### src/rtl/mips_multicycle_controller.sv
// Multicycle MIPS control FSM: sequences fetch/decode/execute/memory/writeback
// over a shared ALU and unified memory, stalling on a mem_req/mem_ready handshake.
module mips_multicycle_controller #(
    parameter int OPC_W = 6
) (
    input  logic             clk,
    input  logic             rst_n,
    input  logic [OPC_W-1:0] opcode,
    input  logic             zero,
    input  logic             mem_ready,
    output logic             mem_req,
    output logic             MemWrite,
    output logic             IorD,
    output logic             IRWrite,
    output logic             PCWrite,
    output logic             PCEn,
    output logic             Branch,
    output logic [1:0]       PCSrc,
    output logic             ALUSrcA,
    output logic [1:0]       ALUSrcB,
    output logic [1:0]       ALUOp,
    output logic             RegDst,
    output logic             MemToReg,
    output logic             RegWrite,
    output logic             instr_done,
    output logic             illegal_op
);

    localparam logic [OPC_W-1:0] OP_RTYPE = OPC_W'(6'b000000);
    localparam logic [OPC_W-1:0] OP_LW    = OPC_W'(6'b100011);
    localparam logic [OPC_W-1:0] OP_SW    = OPC_W'(6'b101011);
    localparam logic [OPC_W-1:0] OP_BEQ   = OPC_W'(6'b000100);
    localparam logic [OPC_W-1:0] OP_ADDI  = OPC_W'(6'b001000);
    localparam logic [OPC_W-1:0] OP_J     = OPC_W'(6'b000010);

    typedef enum logic [3:0] {
        IDLE, FETCH, DECODE, MEMADR, MEMRD, MEMWB, MEMWR,
        EXECUTE, ALUWB, BRANCH, ADDIEXEC, ADDIWB, JUMP
    } state_t;

    typedef struct packed {
        logic       mem_req;
        logic       mem_write;
        logic       iord;
        logic       fetch;
        logic       jump;
        logic       branch;
        logic [1:0] pc_src;
        logic       alu_src_a;
        logic [1:0] alu_src_b;
        logic [1:0] alu_op;
        logic       reg_dst;
        logic       mem_to_reg;
        logic       reg_write;
        logic       done;
        logic       done_on_ready;
        logic       decode;
    } ctl_t;

    state_t state_q, state_d;
    ctl_t   ctl_q;
    logic   is_sw_q;
    logic   op_legal;

    // Moore part of the outputs, registered by decoding the next state.
    function automatic ctl_t ctl_of(input state_t s);
        ctl_t c;
        c = '0;
        case (s)
            FETCH:    begin c.mem_req = 1'b1; c.fetch = 1'b1; c.alu_src_b = 2'b01; end
            DECODE:   begin c.alu_src_b = 2'b11; c.decode = 1'b1; end
            MEMADR:   begin c.alu_src_a = 1'b1; c.alu_src_b = 2'b10; end
            MEMRD:    begin c.mem_req = 1'b1; c.iord = 1'b1; end
            MEMWB:    begin c.mem_to_reg = 1'b1; c.reg_write = 1'b1; c.done = 1'b1; end
            MEMWR:    begin
                c.mem_req = 1'b1; c.mem_write = 1'b1; c.iord = 1'b1; c.done_on_ready = 1'b1;
            end
            EXECUTE:  begin c.alu_src_a = 1'b1; c.alu_op = 2'b10; end
            ALUWB:    begin c.reg_dst = 1'b1; c.reg_write = 1'b1; c.done = 1'b1; end
            BRANCH:   begin
                c.alu_src_a = 1'b1; c.alu_op = 2'b01; c.branch = 1'b1;
                c.pc_src = 2'b01; c.done = 1'b1;
            end
            ADDIEXEC: begin c.alu_src_a = 1'b1; c.alu_src_b = 2'b10; end
            ADDIWB:   begin c.reg_write = 1'b1; c.done = 1'b1; end
            JUMP:     begin c.pc_src = 2'b10; c.jump = 1'b1; c.done = 1'b1; end
            default:  c = '0;
        endcase
        return c;
    endfunction

    always_comb begin
        op_legal = 1'b1;
        case (opcode)
            OP_RTYPE, OP_LW, OP_SW, OP_BEQ, OP_ADDI, OP_J: op_legal = 1'b1;
            default:                                       op_legal = 1'b0;
        endcase
    end

    always_comb begin
        state_d = IDLE;
        case (state_q)
            IDLE:     state_d = FETCH;
            FETCH:    state_d = mem_ready ? DECODE : FETCH;
            DECODE: begin
                case (opcode)
                    OP_LW, OP_SW: state_d = MEMADR;
                    OP_RTYPE:     state_d = EXECUTE;
                    OP_BEQ:       state_d = BRANCH;
                    OP_ADDI:      state_d = ADDIEXEC;
                    OP_J:         state_d = JUMP;
                    default:      state_d = FETCH;
                endcase
            end
            MEMADR:   state_d = is_sw_q ? MEMWR : MEMRD;
            MEMRD:    state_d = mem_ready ? MEMWB : MEMRD;
            MEMWB:    state_d = FETCH;
            MEMWR:    state_d = mem_ready ? FETCH : MEMWR;
            EXECUTE:  state_d = ALUWB;
            ALUWB:    state_d = FETCH;
            BRANCH:   state_d = FETCH;
            ADDIEXEC: state_d = ADDIWB;
            ADDIWB:   state_d = FETCH;
            JUMP:     state_d = FETCH;
            default:  state_d = IDLE;
        endcase
    end

    // lw/sw is remembered from DECODE so MEMADR ignores later opcode changes.
    always_ff @(posedge clk or negedge rst_n) begin
        if (!rst_n) begin
            state_q <= IDLE;
            ctl_q   <= '0;
            is_sw_q <= 1'b0;
        end else begin
            state_q <= state_d;
            ctl_q   <= ctl_of(state_d);
            if (state_q == DECODE) is_sw_q <= (opcode == OP_SW);
        end
    end

    assign mem_req    = ctl_q.mem_req;
    assign MemWrite   = ctl_q.mem_write;
    assign IorD       = ctl_q.iord;
    assign IRWrite    = ctl_q.fetch & mem_ready;
    assign PCWrite    = (ctl_q.fetch & mem_ready) | ctl_q.jump;
    assign PCEn       = PCWrite | (ctl_q.branch & zero);
    assign Branch     = ctl_q.branch;
    assign PCSrc      = ctl_q.pc_src;
    assign ALUSrcA    = ctl_q.alu_src_a;
    assign ALUSrcB    = ctl_q.alu_src_b;
    assign ALUOp      = ctl_q.alu_op;
    assign RegDst     = ctl_q.reg_dst;
    assign MemToReg   = ctl_q.mem_to_reg;
    assign RegWrite   = ctl_q.reg_write;
    assign illegal_op = ctl_q.decode & ~op_legal;
    assign instr_done = ctl_q.done | (ctl_q.done_on_ready & mem_ready) | illegal_op;

endmodule
### config.mk
export PLATFORM = sky130hd
export DESIGN_NAME = mips_multicycle_controller
export DESIGN_NICKNAME = d
export VERILOG_FILES = /design/src/rtl/mips_multicycle_controller.sv
export SDC_FILE = /design/constraint.sdc
export NUM_CORES = 1
export LEC_CHECK = 0
export ABC_CLOCK_PERIOD_IN_PS = 2600
export CAP_MARGIN = 10
export CORE_MARGIN = 5
export CORE_UTILIZATION = 48
export DETAILED_ROUTE_END_ITERATION = 7
export PLACE_DENSITY = 0.9
export SYNTH_ARGS = -nofsm -noshare
export SYNTH_HDL_FRONTEND = slang
export SYNTH_SLANG_ARGS = --single-unit
### constraint.sdc
create_clock -name clk -period 2.6 [get_ports clk]
set_input_delay 0.26 -clock clk [delete_from_list [all_inputs] [get_ports clk]]
set_output_delay 0.26 -clock clk [all_outputs]
set_load 0.02 [all_outputs]
==> results.py <==
metrics = {
    "worst_setup_path": {
        "setup.worst_path.start": "opcode[0]",
        "path_delay_family": "buffers and inverters",
        "worst_setup_path_start_kind": "primary input",
        "worst-path-max-fanout": 5,
        "cp_slowest_stage_delay_ns": 0.53,
        "cp-end-kind": "output pin",
        "worst_r2r_path_depth": 5,
        "worst_setup_path_category": "in -> out",
        "flop_to_flop_setup_slack_ns": 0.35,
        "reg2reg_to": "mem_req$_DFF_PN0_",
        "endpoint": "instr_done",
        "cp_num_buf_inv": 2,
        "worstPathArrival_ns": 2.22,
        "r2r_start": "state_q[3]$_DFF_PN0_",
        "worstPathRequired_ns": 2.34,
        "crit_path_cell_trace": "clkdlybuf4s50_1 > or2_2 > o22a_1 > o21a_1 > a211o_1 > clkdlybuf4s50_1",
        "critical-path-top-cell-by-count": "clkdlybuf4s50_1",
        "worst_path_max_delay_cell": "clkdlybuf4s50_1",
        "cp.depth": 6,
    },
    "cells_and_area": {
        "antenna_cells_inserted": 0,
        "multiInputGateArea_um2": 519,
        "fin_area_um2": 1520,
        "filler_cell_count": 183,
        "flow.area_growth_from_synthesis_pct": 29.7,
        "final_core_utilization_pct": 63.1,
        "seqCellArea_um2": 551,
        "layout.nets": 149,
        "post_route_cells_drive_above_1_share_pct": 16.7,
    },
    "clock_tree": {
        "h-tree-depth": 1,
        "postCtsSetupRepairBufs": 0,
        "cts_tree": "yes",
        "clock_transition_at_the_registers_of_the_reported_paths_ns": 0.12,
        "cts_resized": 0,
        "cts_num_sinks": 22,
        "postCtsHoldBufs": 0,
        "cts_made_buffers": 3,
        "cts_buffer_depth": 2,
        "ctsRootBufferMaster": "clkbuf_4",
        "clk-insertion-delay-late_ns": 0.31,
    },
    "placed_design": {
        "place_ws_ns": 0.147,
        "place_area_um2": 1470,
        "buffer_ports.inserted": 28,
        "hpwlAfterDp_um": 1980,
        "last_weighted_congestion_value_of_the_routability_driven_placer": 0.845,
    },
    "sta": {
        "worst_clock_skew_ns": 0.00204,
        "maxClockFrequency_mhz": 404,
        "tcrit_tclk_final_pct": 95.3,
        "hold_violation_total_from_the_final_report": 0,
        "fin_setup_tns_ns": 0,
        "minimum_clock_period_ns": 2.48,
        "whs_ns": 0.451,
        "worstMarginPinSlew_ns": 0.921,
        "postLayoutSetupSlackWorst_ns": 0.122,
        "report.final.slew_viol_count": 0,
        "slew_headroom_pct": 38.4,
        "finalSetupViolCount": 0,
        "rsz0062_at_grt": "false",
    },
    "synth": {
        "synth.ff_latch_count": 22,
        "syn-num-nets": 122,
        "synth_top_cell_by_area": "dfrtp_1",
        "synth_largest_type_area_fraction_pct": 47.0,
        "ys_async_sr_fraction_pct": 100,
        "synth.top_cells.by_area": "dfrtp_1 (47%), buf_4 (4.5%), nor2_1 (2.9%), o311ai_4 (2.2%), a21o_1 (1.9%)",
        "synth_sequential_area_ratio_pct": 47.0,
        "synth_top_flop_cell": "dfrtp_1",
        "synthesis.area_per_instance_um2": 10.5,
        "netlist-cell-type-count": 47,
        "number_of_flops_mapped_to_enable_cells_by_yosys": 0,
        "synth_warnings": 0,
        "syn-instance-count": 112,
        "netlist_area_um2": 1170,
    },
    "die": {
        "fp.dieH_um": 59.4,
        "placeableCoreArea_um2": 2410,
        "pin_count": 29,
        "initial_utilization_pct": 48.7,
        "floorplan.die_area_um2": 3530,
        "placement_rows": 18,
        "dieWidth_um": 59.4,
    },
    "routing": {
        "drt_first_iter_violations": 44,
        "route.detailed.drc": 0,
        "vias_per_cell": 5.56,
        "route.vias.total": 934,
        "drt.antenna.violating_nets": 0,
        "drt-pass1-iter-count": 4,
        "routed_wl_um": 2640,
        "route.detailed.wl_per_inst_um": 15.7,
    },
    "run": {
        "cap_violations": 0,
    },
    "grt": {
        "overflow": 0,
        "grt_max_degree": 23,
        "grt_pass1_vias": 919,
        "grt_antenna_before_repair": 0,
        "grt_first_pass_wirelength_um": 4400,
        "gr-usage-all-layers_pct": 16.5,
    },
    "power": {
        "power_per_cell_area_nw_per_um2": 1050,
        "maximum_vdd_ir_drop_mv": 0.653,
        "leakage_nw": 0.682,
    },
    "run_status": {
        "run_status": "finished clean",
    },
    "worst_hold_path": {
        "timing.hold.worst.class": "in -> async",
    },
}
## state kept, by name, indices dropped and copies added (netlist names)
signal,flops
RegDst,1
PCSrc,1
Branch,1
IorD,1
is_sw_q,1
MemToReg,1
ALUOp,2
state_q,4
ctl_q,5
RegWrite,1
ALUSrcA,1
mem_req,1
ALUSrcB,2
## layout make-up
cell class              count  share of cell area [%]
clock buffers               3                    1.48
clock inverters             1                    1.98
inverters                   6                    1.81
multi-input cells          71                    34.2
flip-flops and latches     22                    36.2
well taps                  30                    2.47
repair buffers             35                    21.9
## cell usage after synthesis (2+ instances only)
master     n
or2_2      2
inv_1      3
or3_1      2
nand2_1    4
dfrtp_1   22
xor2_1     2
clkbuf_1   6
nand3_1    2
nor2b_1    3
o21ai_1    4
nand2b_1   2
a21o_1     3
nand3b_1   3
and3b_1    2
buf_4      7
nor2_1     9
inv_2      2
o21ai_0    2
and2_1     2
nor4_1     2
a21oi_1    2
## worst register-to-register path, cell delays in order, from the launching register on
cell and delay, ns:
dfrtp_1 0.55, or4b_4 0.55, or3_1 0.37, o32a_4 0.42
nand4_2 0.16, o22ai_1 0.09
## metal layers
metal	vias to the layer above	part of all wire [%]	track usage, %
met4	0	1.5	4.85
met1	445	38	19.8
met5	-	0	0
met2	41	55	30.4
li1	444	-	-
met3	4	5.8	1.96
## cells in the final DEF (no fill, tap or decap), types with 2 or more instances in the layout
cell / count
inv_1: 3
xor2_1: 2
o21ai_1: 4
or2_2: 2
and2_1: 2
inv_2: 2
and3b_1: 2
or3_1: 2
nor4_1: 2
nand2b_1: 2
clkbuf_4: 3
buf_4: 7
a21oi_1: 2
nand3b_1: 3
a21o_1: 3
nor2b_1: 3
o21ai_0: 2
nor2_1: 9
clkdlybuf4s50_1: 28
nand3_1: 2
dfrtp_1: 22
nand2_1: 4
## cell families after synthesis
kind of cell | after synthesis | share of synthesized area (%)
compound gates | 27 | 20.0
flops | 22 | 47.0
xor+xnor | 3 | 2.24
buf+inv | 19 | 8.75
fa+ha+maj | 1 | 0.854
simple gates | 40 | 21.2
## how the worst min path moves through the flow
stage / from / end / slack, ns
after CTS: rst_n / ALUOp[0]$_DFF_PN0_ / 0.48
after detailed placement: is_sw_q$_DFFE_PN0P_ / is_sw_q$_DFFE_PN0P_ / 0.51
after global placement: is_sw_q$_DFFE_PN0P_ / is_sw_q$_DFFE_PN0P_ / 0.50
final: rst_n / Branch$_DFF_PN0_ / 0.45
after floorplan: rst_n / ALUOp[0]$_DFF_PN0_ / -0.04
after global routing: rst_n / RegDst$_DFF_PN0_ / 0.56
## where the power goes
| part | internal [mW] | leakage [nW] | switching [mW] |
|---|---|---|---|
| clock network | 0.156 | 0.0279 | 0.106 |
| logic | 0.374 | 0.362 | 0.447 |
| registers | 0.444 | 0.292 | 0.0656 |
| total | 0.974 | 0.682 | 0.619 |
## per-stage QoR
stage	std cells	power, mW
after floorplan	112	1.07
after global placement	164	1.30
after detailed placement	164	1.33
after CTS	168	1.60
after global routing	168	1.68
final	168	1.59
(Power assumes the default switching activity.)
